<file path="src/rtl/pipe_ctrl_if.sv">
// Pipeline control bundle between the hazard/branch/exception sources and
// the pipeline hold/redirect logic.
//   master : drives stall requests, branch and exception info; receives
//            stall enables, flush, redirect PC and stall statistics.
//   slave  : the controller side (pipe_ctrl).
interface pipe_ctrl_if;
    logic        stallreq_if;
    logic        stallreq_id;
    logic        stallreq_ex;
    logic        branch_flag;
    logic [31:0] branch_target;
    logic        excp_req;
    logic [31:0] excp_handler;
    logic [4:0]  stall;
    logic        flush;
    logic [31:0] new_pc;
    logic        new_pc_valid;
    logic        stall_timeout;
    logic [31:0] stall_cycles;

    modport master (
        output stallreq_if, stallreq_id, stallreq_ex,
        output branch_flag, branch_target, excp_req, excp_handler,
        input  stall, flush, new_pc, new_pc_valid, stall_timeout, stall_cycles
    );

    modport slave (
        input  stallreq_if, stallreq_id, stallreq_ex,
        input  branch_flag, branch_target, excp_req, excp_handler,
        output stall, flush, new_pc, new_pc_valid, stall_timeout, stall_cycles
    );
endinterface

</file>
<file path="src/rtl/pipe_ctrl.sv">
// Pipeline hazard / redirect controller.
//   clk, rst : single clock, synchronous active-high reset
//   bus      : pipe_ctrl_if.slave
//              in : stallreq_if/id/ex, branch_flag, branch_target,
//                   excp_req, excp_handler
//              out: stall[4:0] (bit0 PC .. bit4 MEM/WB), flush, new_pc,
//                   new_pc_valid, stall_timeout (sticky), stall_cycles
//
// state    | meaning
// ---------+-----------------------------------------------------------
// RUN      | pipeline flowing, nothing pending
// HOLD     | previous cycle stalled; may carry a branch waiting on EX
// REDIRECT | one-cycle flush + PC load of the latched target
module pipe_ctrl #(
    parameter int STALL_LIMIT = 255,
    parameter int CNT_W       = 8
) (
    input  logic       clk,
    input  logic       rst,
    pipe_ctrl_if.slave bus
);

    typedef enum logic [1:0] {
        ST_RUN      = 2'd0,
        ST_HOLD     = 2'd1,
        ST_REDIRECT = 2'd2
    } state_e;

    state_e             state_q, state_d;
    logic [31:0]        target_q, target_d;
    logic               pend_q, pend_d;
    logic [31:0]        pend_tgt_q, pend_tgt_d;
    logic [CNT_W-1:0]   cons_cnt_q, cons_cnt_d;
    logic               timeout_q, timeout_d;
    logic [31:0]        cycles_q, cycles_d;

    logic [4:0]         stall_c;
    logic               stalled;

    // An exception squashes every hold so the flush can take effect.
    always_comb begin
        stall_c = 5'b00000;
        if (!bus.excp_req) begin
            if (bus.stallreq_ex)
                stall_c = 5'b01111;
            else if (bus.stallreq_id)
                stall_c = 5'b00111;
            else if (bus.stallreq_if)
                stall_c = 5'b00011;
        end
        stalled = |stall_c;
    end

    always_comb begin
        state_d    = state_q;
        target_d   = target_q;
        pend_d     = pend_q;
        pend_tgt_d = pend_tgt_q;
        case (state_q)
            ST_RUN, ST_HOLD: begin
                if (bus.excp_req) begin
                    state_d  = ST_REDIRECT;
                    target_d = bus.excp_handler;
                    pend_d   = 1'b0;
                end else if (pend_q && !bus.stallreq_ex) begin
                    // The waiting branch is older than anything now in
                    // decode, so it wins over a fresh branch_flag.
                    state_d  = ST_REDIRECT;
                    target_d = pend_tgt_q;
                    pend_d   = 1'b0;
                end else if (bus.branch_flag && !bus.stallreq_ex) begin
                    state_d  = ST_REDIRECT;
                    target_d = bus.branch_target;
                end else if (bus.branch_flag && bus.stallreq_ex) begin
                    state_d    = ST_HOLD;
                    pend_d     = 1'b1;
                    pend_tgt_d = bus.branch_target;
                end else begin
                    state_d = stalled ? ST_HOLD : ST_RUN;
                end
            end
            ST_REDIRECT: begin
                // branch_flag here comes from the wrong path and is dropped.
                if (bus.excp_req) begin
                    state_d  = ST_REDIRECT;
                    target_d = bus.excp_handler;
                    pend_d   = 1'b0;
                end else begin
                    state_d = stalled ? ST_HOLD : ST_RUN;
                end
            end
            default: state_d = ST_RUN;
        endcase
    end

    always_comb begin
        cons_cnt_d = cons_cnt_q;
        cycles_d   = cycles_q;
        if (stalled) begin
            if (cons_cnt_q != {CNT_W{1'b1}})
                cons_cnt_d = cons_cnt_q + CNT_W'(1);
            cycles_d = cycles_q + 32'd1;
        end else begin
            cons_cnt_d = '0;
        end
        timeout_d = timeout_q | (32'(cons_cnt_d) == 32'(STALL_LIMIT));
    end

    always_ff @(posedge clk) begin
        if (rst) begin
            state_q    <= ST_RUN;
            target_q   <= '0;
            pend_q     <= 1'b0;
            pend_tgt_q <= '0;
            cons_cnt_q <= '0;
            timeout_q  <= 1'b0;
            cycles_q   <= '0;
        end else begin
            state_q    <= state_d;
            target_q   <= target_d;
            pend_q     <= pend_d;
            pend_tgt_q <= pend_tgt_d;
            cons_cnt_q <= cons_cnt_d;
            timeout_q  <= timeout_d;
            cycles_q   <= cycles_d;
        end
    end

    // Redirect outputs are gated by rst so a reset landing on a REDIRECT
    // cycle never lets the flush or PC load escape.
    assign bus.stall         = stall_c;
    assign bus.flush         = !rst && (state_q == ST_REDIRECT);
    assign bus.new_pc_valid  = !rst && (state_q == ST_REDIRECT);
    assign bus.new_pc        = rst ? 32'd0 : target_q;
    assign bus.stall_timeout = timeout_q;
    assign bus.stall_cycles  = cycles_q;

endmodule

</file>
<file path="src/flat_wrapper.sv">
// flat-port wrapper written by rule: the top's interface ports become plain ports
module pipe_ctrl_flat 
#(
    parameter int STALL_LIMIT = 255,
    parameter int CNT_W       = 8
)
  (clk, rst, bus_stallreq_if, bus_stallreq_id, bus_stallreq_ex, bus_branch_flag, bus_branch_target, bus_excp_req, bus_excp_handler, bus_stall, bus_flush, bus_new_pc, bus_new_pc_valid, bus_stall_timeout, bus_stall_cycles);
  pipe_ctrl_if bus_i ();
  input  logic clk;
  input  logic rst;
  input wire logic [$bits(bus_i.stallreq_if)-1:0] bus_stallreq_if;
  input wire logic [$bits(bus_i.stallreq_id)-1:0] bus_stallreq_id;
  input wire logic [$bits(bus_i.stallreq_ex)-1:0] bus_stallreq_ex;
  input wire logic [$bits(bus_i.branch_flag)-1:0] bus_branch_flag;
  input wire logic [$bits(bus_i.branch_target)-1:0] bus_branch_target;
  input wire logic [$bits(bus_i.excp_req)-1:0] bus_excp_req;
  input wire logic [$bits(bus_i.excp_handler)-1:0] bus_excp_handler;
  output wire logic [$bits(bus_i.stall)-1:0] bus_stall;
  output wire logic [$bits(bus_i.flush)-1:0] bus_flush;
  output wire logic [$bits(bus_i.new_pc)-1:0] bus_new_pc;
  output wire logic [$bits(bus_i.new_pc_valid)-1:0] bus_new_pc_valid;
  output wire logic [$bits(bus_i.stall_timeout)-1:0] bus_stall_timeout;
  output wire logic [$bits(bus_i.stall_cycles)-1:0] bus_stall_cycles;
  assign bus_i.stallreq_if = bus_stallreq_if;
  assign bus_i.stallreq_id = bus_stallreq_id;
  assign bus_i.stallreq_ex = bus_stallreq_ex;
  assign bus_i.branch_flag = bus_branch_flag;
  assign bus_i.branch_target = bus_branch_target;
  assign bus_i.excp_req = bus_excp_req;
  assign bus_i.excp_handler = bus_excp_handler;
  assign bus_stall = bus_i.stall;
  assign bus_flush = bus_i.flush;
  assign bus_new_pc = bus_i.new_pc;
  assign bus_new_pc_valid = bus_i.new_pc_valid;
  assign bus_stall_timeout = bus_i.stall_timeout;
  assign bus_stall_cycles = bus_i.stall_cycles;
  pipe_ctrl #(.STALL_LIMIT(STALL_LIMIT), .CNT_W(CNT_W)) u_core (.clk(clk), .rst(rst), .bus(bus_i));
endmodule
</file>
<file path="config.mk">
export PLATFORM = sky130hd
export DESIGN_NAME = pipe_ctrl_flat
export DESIGN_NICKNAME = d
export VERILOG_FILES = /design/src/rtl/pipe_ctrl_if.sv /design/src/rtl/pipe_ctrl.sv /design/src/flat_wrapper.sv
export SDC_FILE = /design/constraint.sdc
export NUM_CORES = 1
export LEC_CHECK = 0
export ABC_CLOCK_PERIOD_IN_PS = 6400
export CAP_MARGIN = 20
export CORE_UTILIZATION = 30
export CTS_CLUSTER_DIAMETER = 50
export DETAILED_ROUTE_END_ITERATION = 16
export GPL_TIMING_DRIVEN = 0
export PLACE_DENSITY_LB_ADDON = 0.12
export SYNTH_ARGS = -nofsm -noshare
export SYNTH_HDL_FRONTEND = slang
export SYNTH_SLANG_ARGS = --single-unit
</file>
<file path="constraint.sdc">
create_clock -name clk -period 6.4 [get_ports clk]
set_input_delay 0.64 -clock clk [delete_from_list [all_inputs] [get_ports clk]]
set_output_delay 0.64 -clock clk [all_outputs]
set_load 0.005 [all_outputs]
</file>
==> results of run 1 <==
==> worst max-delay path, stage by stage <==
cell             delay (ps)
clkdlybuf4s50_1         510
clkbuf_1                400
clkbuf_1                390
nor2b_1                 130
buf_4                   150
clkdlybuf4s50_1         430
==> routing by layer <==
layer  part of all wire [%]  wire length, um  vias up  global-route usage [%]
li1                       -                -     2551                       -
met1                     47             7120     2338                    22.9
met2                     48             7320      125                    29.2
met3                    4.4              670       12                    3.65
met4                    1.2              187        0                    4.86
met5                      0                0        -                       0
==> area by class of cell <==
class | count | area [sq um] | area share [%]
buffer | 52 | 213 | 2.99
clock inverter | 5 | 28.8 | 0.404
sequential | 108 | 2160 | 30.4
multi-input combinational | 497 | 2790 | 39.1
tap | 220 | 275 | 3.87
timing repair buffer | 140 | 1400 | 19.7
clock buffer | 10 | 239 | 3.36
inverter | 4 | 15.0 | 0.211
==> power by group <==
part / internal, W / total (W) / leakage [nW] / switching, W
sequential: 0.000698 / 0.000712 / 0.880 / 0.0000144
combinational: 0.000106 / 0.000206 / 1.57 / 0.0000998
clock: 0.000271 / 0.000521 / 0.138 / 0.000251
==> cells by family (layout without fill, tap and decap cells) <==
| family | Yosys count | in the layout | share of synthesized area [%] |
|---|---|---|---|
| other cells | 1 | 1 | 0.0725 |
| compound gates | 124 | 124 | 14.1 |
| mux | 34 | 34 | 6.60 |
| fa+ha+maj | 2 | 2 | 0.483 |
| simple gates | 306 | 306 | 27.5 |
| flops | 108 | 108 | 41.8 |
| buf+inv | 56 | 211 | 4.40 |
| xor+xnor | 30 | 30 | 5.08 |
==> final timing paths <==
kind	slack, ps	endpoint	depth (start not counted)	startpoint
worst max-delay path	3100	bus_new_pc_valid	6	rst
worst min-delay path	450	u_core.target_q[12]	2	u_core.target_q[12]
worst min register to register	450	u_core.target_q[12]	2	u_core.target_q[12]
worst max register to register	4000	u_core.bus.stall_cycles[30]	7	u_core.bus.stall_cycles[0]
==> flip-flops by register name, indices dropped and copies added (netlist names) <==
signal	count
u_core.bus.stall_timeout	1
u_core.state_q	2
u_core.target_q	32
u_core.bus.stall_cycles	32
u_core.pend_q	1
u_core.pend_tgt_q	32
u_core.cons_cnt_q	8
==> cells in the mapped netlist, drive strengths merged <==
master | instances | area share (%)
nand2 | 152 | 11
dfxtp | 108 | 42
a21oi | 71 | 6.9
clkbuf | 43 | 3.1
nor2 | 43 | 3.1
nor2b | 40 | 4.8
mux2i | 33 | 6.4
o211ai | 33 | 4.8
xnor2 | 22 | 3.7
nand3 | 14 | 1.5
nor3 | 12 | 1.2
nand4 | 10 | 1.2
buf | 9 | 0.99
nor4 | 9 | 1.1
xor2 | 8 | 1.4
a31oi | 7 | 0.85
and3 | 6 | 0.73
and4 | 6 | 1.0
o21ai | 5 | 0.48
or4 | 5 | 0.73
inv | 4 | 0.29
and2 | 3 | 0.36
or3 | 3 | 0.36
a211oi | 2 | 0.29
a21o | 2 | 0.29
ha | 2 | 0.48
o22ai | 2 | 0.24
conb | 1 | 0.072
mux2 | 1 | 0.22
nand2b | 1 | 0.12
nand3b | 1 | 0.15
nor3b | 1 | 0.15
o21bai | 1 | 0.15
o31ai | 1 | 0.15
==> through the flow <==
stage,hold slack [ps],std cells,instance area (sq um),worst slack [ps]
2_1_floorplan,432,661,5170,4070
3_3_place_gp,439,1021,6850,3020
3_5_place_dp,444,1021,6850,3050
4_1_cts,454,1036,7120,3040
5_1_grt,472,1036,7120,2940
6_report,452,1036,7120,3100
==> results_dict.tcl, run 1 <==
set metrics [dict create \
    status "finished clean" \
    tightest_slew_ps 710 \
    final_common_cell "nand2_1" \
    io_pins 143 \
    vias_per_cell 4.85 \
    post_cts_buffers 0 \
    core_area_sq_um 16700 \
    overflow 0 \
    grt_pass1_vias 4864 \
    ctsHtreeMaxLevel 3 \
    power.total_w 0.00144 \
    cts_root_buf "clkbuf_16" \
    dp.final_hpwl_um 11600 \
    worst_setup_path_start_kind "input port" \
    setup_viol 0 \
    min_period_over_period_pct 51.5 \
    dr_total_vias 5026 \
    ir_drop_uv 131 \
    cap_violations 0 \
    clock_insertion_delay_worst_skew_ps 350 \
    grt_start_max_net_pins 17 \
    final_util_pct 42.6 \
    die-area_sq_um 17800 \
    crit_path_end_kind "output pin" \
    grt_pass1_wl_um 24800 \
    synth-seq-cells 108 \
    drcViolationCount 0 \
    nNetsFinal 885 \
    holdBufCountCts 0 \
    die_w_um 133 \
    n_antenna_cell 0 \
    max_clock_freq_ghz 0.303 \
    fillers 1725 \
    routed_wl_um 15300 \
    hold_violations 0 \
    die_y_um 133 \
    p_leak_nw 2.59 \
    place_congestion 0.846 \
    ctsResizeCount 0 \
    syn_to_final_growth_pct 37.6 \
    cts_buffers 9 \
    relSlewSlack_pct 52.3 \
    hold_path_class "register to register" \
    antenna_found_initial 1 \
    drtIter0Drc 243 \
    wl_per_cell_um 14.8 \
    layout-drive-gt1-share_pct 2.94 \
    fin_crit_ps 3300 \
    cts_buffer_depth 2 \
    critPathKind "input port to output pin" \
    ant_nets 0 \
    syn_inst 661 \
    grtUsageTotal_pct 17.5 \
    rows 47 \
    ys_seq_area_share_pct 41.8 \
    path_clk_slew_ps 70 \
    cp_max_fo 10 \
    synth_area_per_cell_sq_um 7.83 \
    io_buffers 140 \
    synth_cell_type_count 37 \
    fin_setup_tns_ps 0 \
    final_cell_mix "nand2_1, clkdlybuf4s50_1, dfxtp_1, a21oi_1" \
    initial_core_util_pct 31.0 \
    dr.pass1.iters 4 \
    rsz0062_at_grt "no" \
    syn_area_sq_um 5170 \
    drv_slew 0 \
    ys_warn_count 0 \
    final.setup_skew_ps 10.4 \
    syn-num-nets 734 \
    cts_sinks 108 \
    required_ps 5760 \
    arrival_ps 2660 \
    power.density_nw_per_um2 202 \
    cts_tree "done" \
]
Note: power is estimated with default switching activity, not from simulation.
==> inputs of run 2 (changes only) <==
--- a/config.mk
+++ b/config.mk
@@ -5,7 +5,7 @@
 export SDC_FILE = /design/constraint.sdc
 export NUM_CORES = 1
 export LEC_CHECK = 0
-export ABC_CLOCK_PERIOD_IN_PS = 6400
+export ABC_CLOCK_PERIOD_IN_PS = 2700
 export CAP_MARGIN = 20
 export CORE_UTILIZATION = 30
 export CTS_CLUSTER_DIAMETER = 50
==> constraint.sdc (replaced) <==
create_clock -name clk -period 2.7 [get_ports clk]
set_input_delay 0.27 -clock clk [delete_from_list [all_inputs] [get_ports clk]]
set_output_delay 0.27 -clock clk [all_outputs]
set_load 0.005 [all_outputs]
==> results_dict.tcl, run 2 (synthesis results as in run 1) <==
set metrics [dict create \
    grtUsageTotal_pct 17.5 \
    dr_total_vias 5003 \
    initial_core_util_pct 31.0 \
    fillers 1724 \
    min_period_over_period_pct 89.0 \
    vias_per_cell 4.83 \
    die_w_um 133 \
    dp.final_hpwl_um 11600 \
    rows 47 \
    setup_viol 0 \
    drv_slew 0 \
    rsz0062_at_grt "no" \
    cts_buffers 9 \
    status "finished clean" \
    crit_path_end_kind "output pin" \
    io_buffers 140 \
    fin_crit_ps 2400 \
    worst_setup_path_start_kind "input port" \
    grt_start_max_net_pins 17 \
    relSlewSlack_pct 52.4 \
    final_common_cell "nand2_1" \
    ant_nets 0 \
    p_leak_nw 2.59 \
    arrival_ps 2130 \
    n_antenna_cell 0 \
    drcViolationCount 0 \
    ctsResizeCount 0 \
    cts_sinks 108 \
    tightest_slew_ps 709 \
    required_ps 2430 \
    dr.pass1.iters 4 \
    rrSetupSlack_ps 300 \
    holdBufCountCts 0 \
    routed_wl_um 15300 \
    cp_max_fo 11 \
    critPathKind "input port to output pin" \
    clock_insertion_delay_worst_skew_ps 350 \
    die_y_um 133 \
    overflow 0 \
    path_cells "clkdlybuf4s50_1, clkbuf_1, nor2b_1, buf_4, clkdlybuf4s50_1" \
    core_area_sq_um 16700 \
    grt_pass1_vias 4864 \
    antenna_found_initial 1 \
    io_pins 143 \
    wl_per_cell_um 14.8 \
    max_clock_freq_ghz 0.416 \
    cts_root_buf "clkbuf_16" \
    place_congestion 0.846 \
    cap_violations 0 \
    postLayoutSetupSlackWorst_ps 296 \
    pre_cts_slack_ps 20.9 \
    hold_violations 0 \
    cp_common_cell "clkdlybuf4s50_1" \
    drtIter0Drc 221 \
    final.setup_skew_ps 8.29 \
    layout-drive-gt1-share_pct 2.94 \
    crit_slowest_cell "clkdlybuf4s50_1" \
    syn_to_final_growth_pct 37.5 \
    cpPeakStageDelay_ps 770 \
    cts_buffer_depth 2 \
    die-area_sq_um 17800 \
    fin_setup_tns_ps 0 \
    placed_area_sq_um 6850 \
    power.density_nw_per_um2 478 \
    final_cell_mix "nand2_1, clkdlybuf4s50_1, dfxtp_1, a21oi_1, nor2_1" \
    post_cts_buffers 0 \
    path_clk_slew_ps 70 \
    fin_area_sq_um 7120 \
    ir_drop_uv 309 \
    cts_tree "done" \
    nNetsFinal 884 \
    grt_pass1_wl_um 24800 \
    ctsHtreeMaxLevel 3 \
    hold_path_class "register to register" \
]
-- run 2: changes by cell type in the layout (fill, tap and decap cells not counted) --
cell,before,now
clkbuf_1,43,42
-- run 2: worst paths after layout --
| path | start | endpoint | cells past startpoint |
|---|---|---|---|
| hold / removal | u_core.target_q[12] | u_core.target_q[12] | 2 |
| hold reg to reg | u_core.target_q[12] | u_core.target_q[12] | 2 |
| setup reg to reg | u_core.bus.stall_cycles[0] | u_core.bus.stall_cycles[30] | 7 |
| setup / recovery | rst | bus_new_pc_valid | 5 |
-- run 2: stage by stage --
| step | hold WS [ps] | cells | total power [W] | util, % |
|---|---|---|---|---|
| floorplan | 406 | 661 | 0.00195 | - |
| global placement | 439 | 1021 | 0.00221 | 41.0 |
| detailed placement | 444 | 1021 | 0.00222 | 41.0 |
| CTS | 454 | 1036 | 0.00346 | 42.6 |
| global route | 472 | 1035 | 0.00357 | 42.6 |
| finish | 452 | 1035 | 0.00340 | 42.6 |
-- run 2: cell type report --
type                       count  area [sq um]  share of cell area (%)
timing repair buffer         140          1400                    19.7
clock buffer                  10           239                    3.36
inverter                       4          15.0                   0.211
sequential                   108          2160                    30.4
tap                          220           275                    3.87
buffer                        51           209                    2.94
multi-input combinational    497          2790                    39.1
clock inverter                 5          28.8                   0.404
-- run 2: critical path, delay by kind of cell --
kind	cells	cell delay, ps
and+or+nand+nor	1	130
buffers and inverters	4	1740
-- run 2: where the power goes --
group | internal, W | switching, W | total, W
sequential | 0.00165 | 0.0000341 | 0.00169
clock | 0.000641 | 0.000588 | 0.00123
combinational | 0.000251 | 0.000235 | 0.000486
total | 0.00255 | 0.000858 | 0.00340
-- run 2: routing by layer --
layer	track usage, %	part of all wire (%)	vias up
met5	0	0	-
met3	3.65	5.1	9
met1	22.9	46	2313
met2	29.2	48	133
li1	-	-	2548
met4	4.86	0.98	0
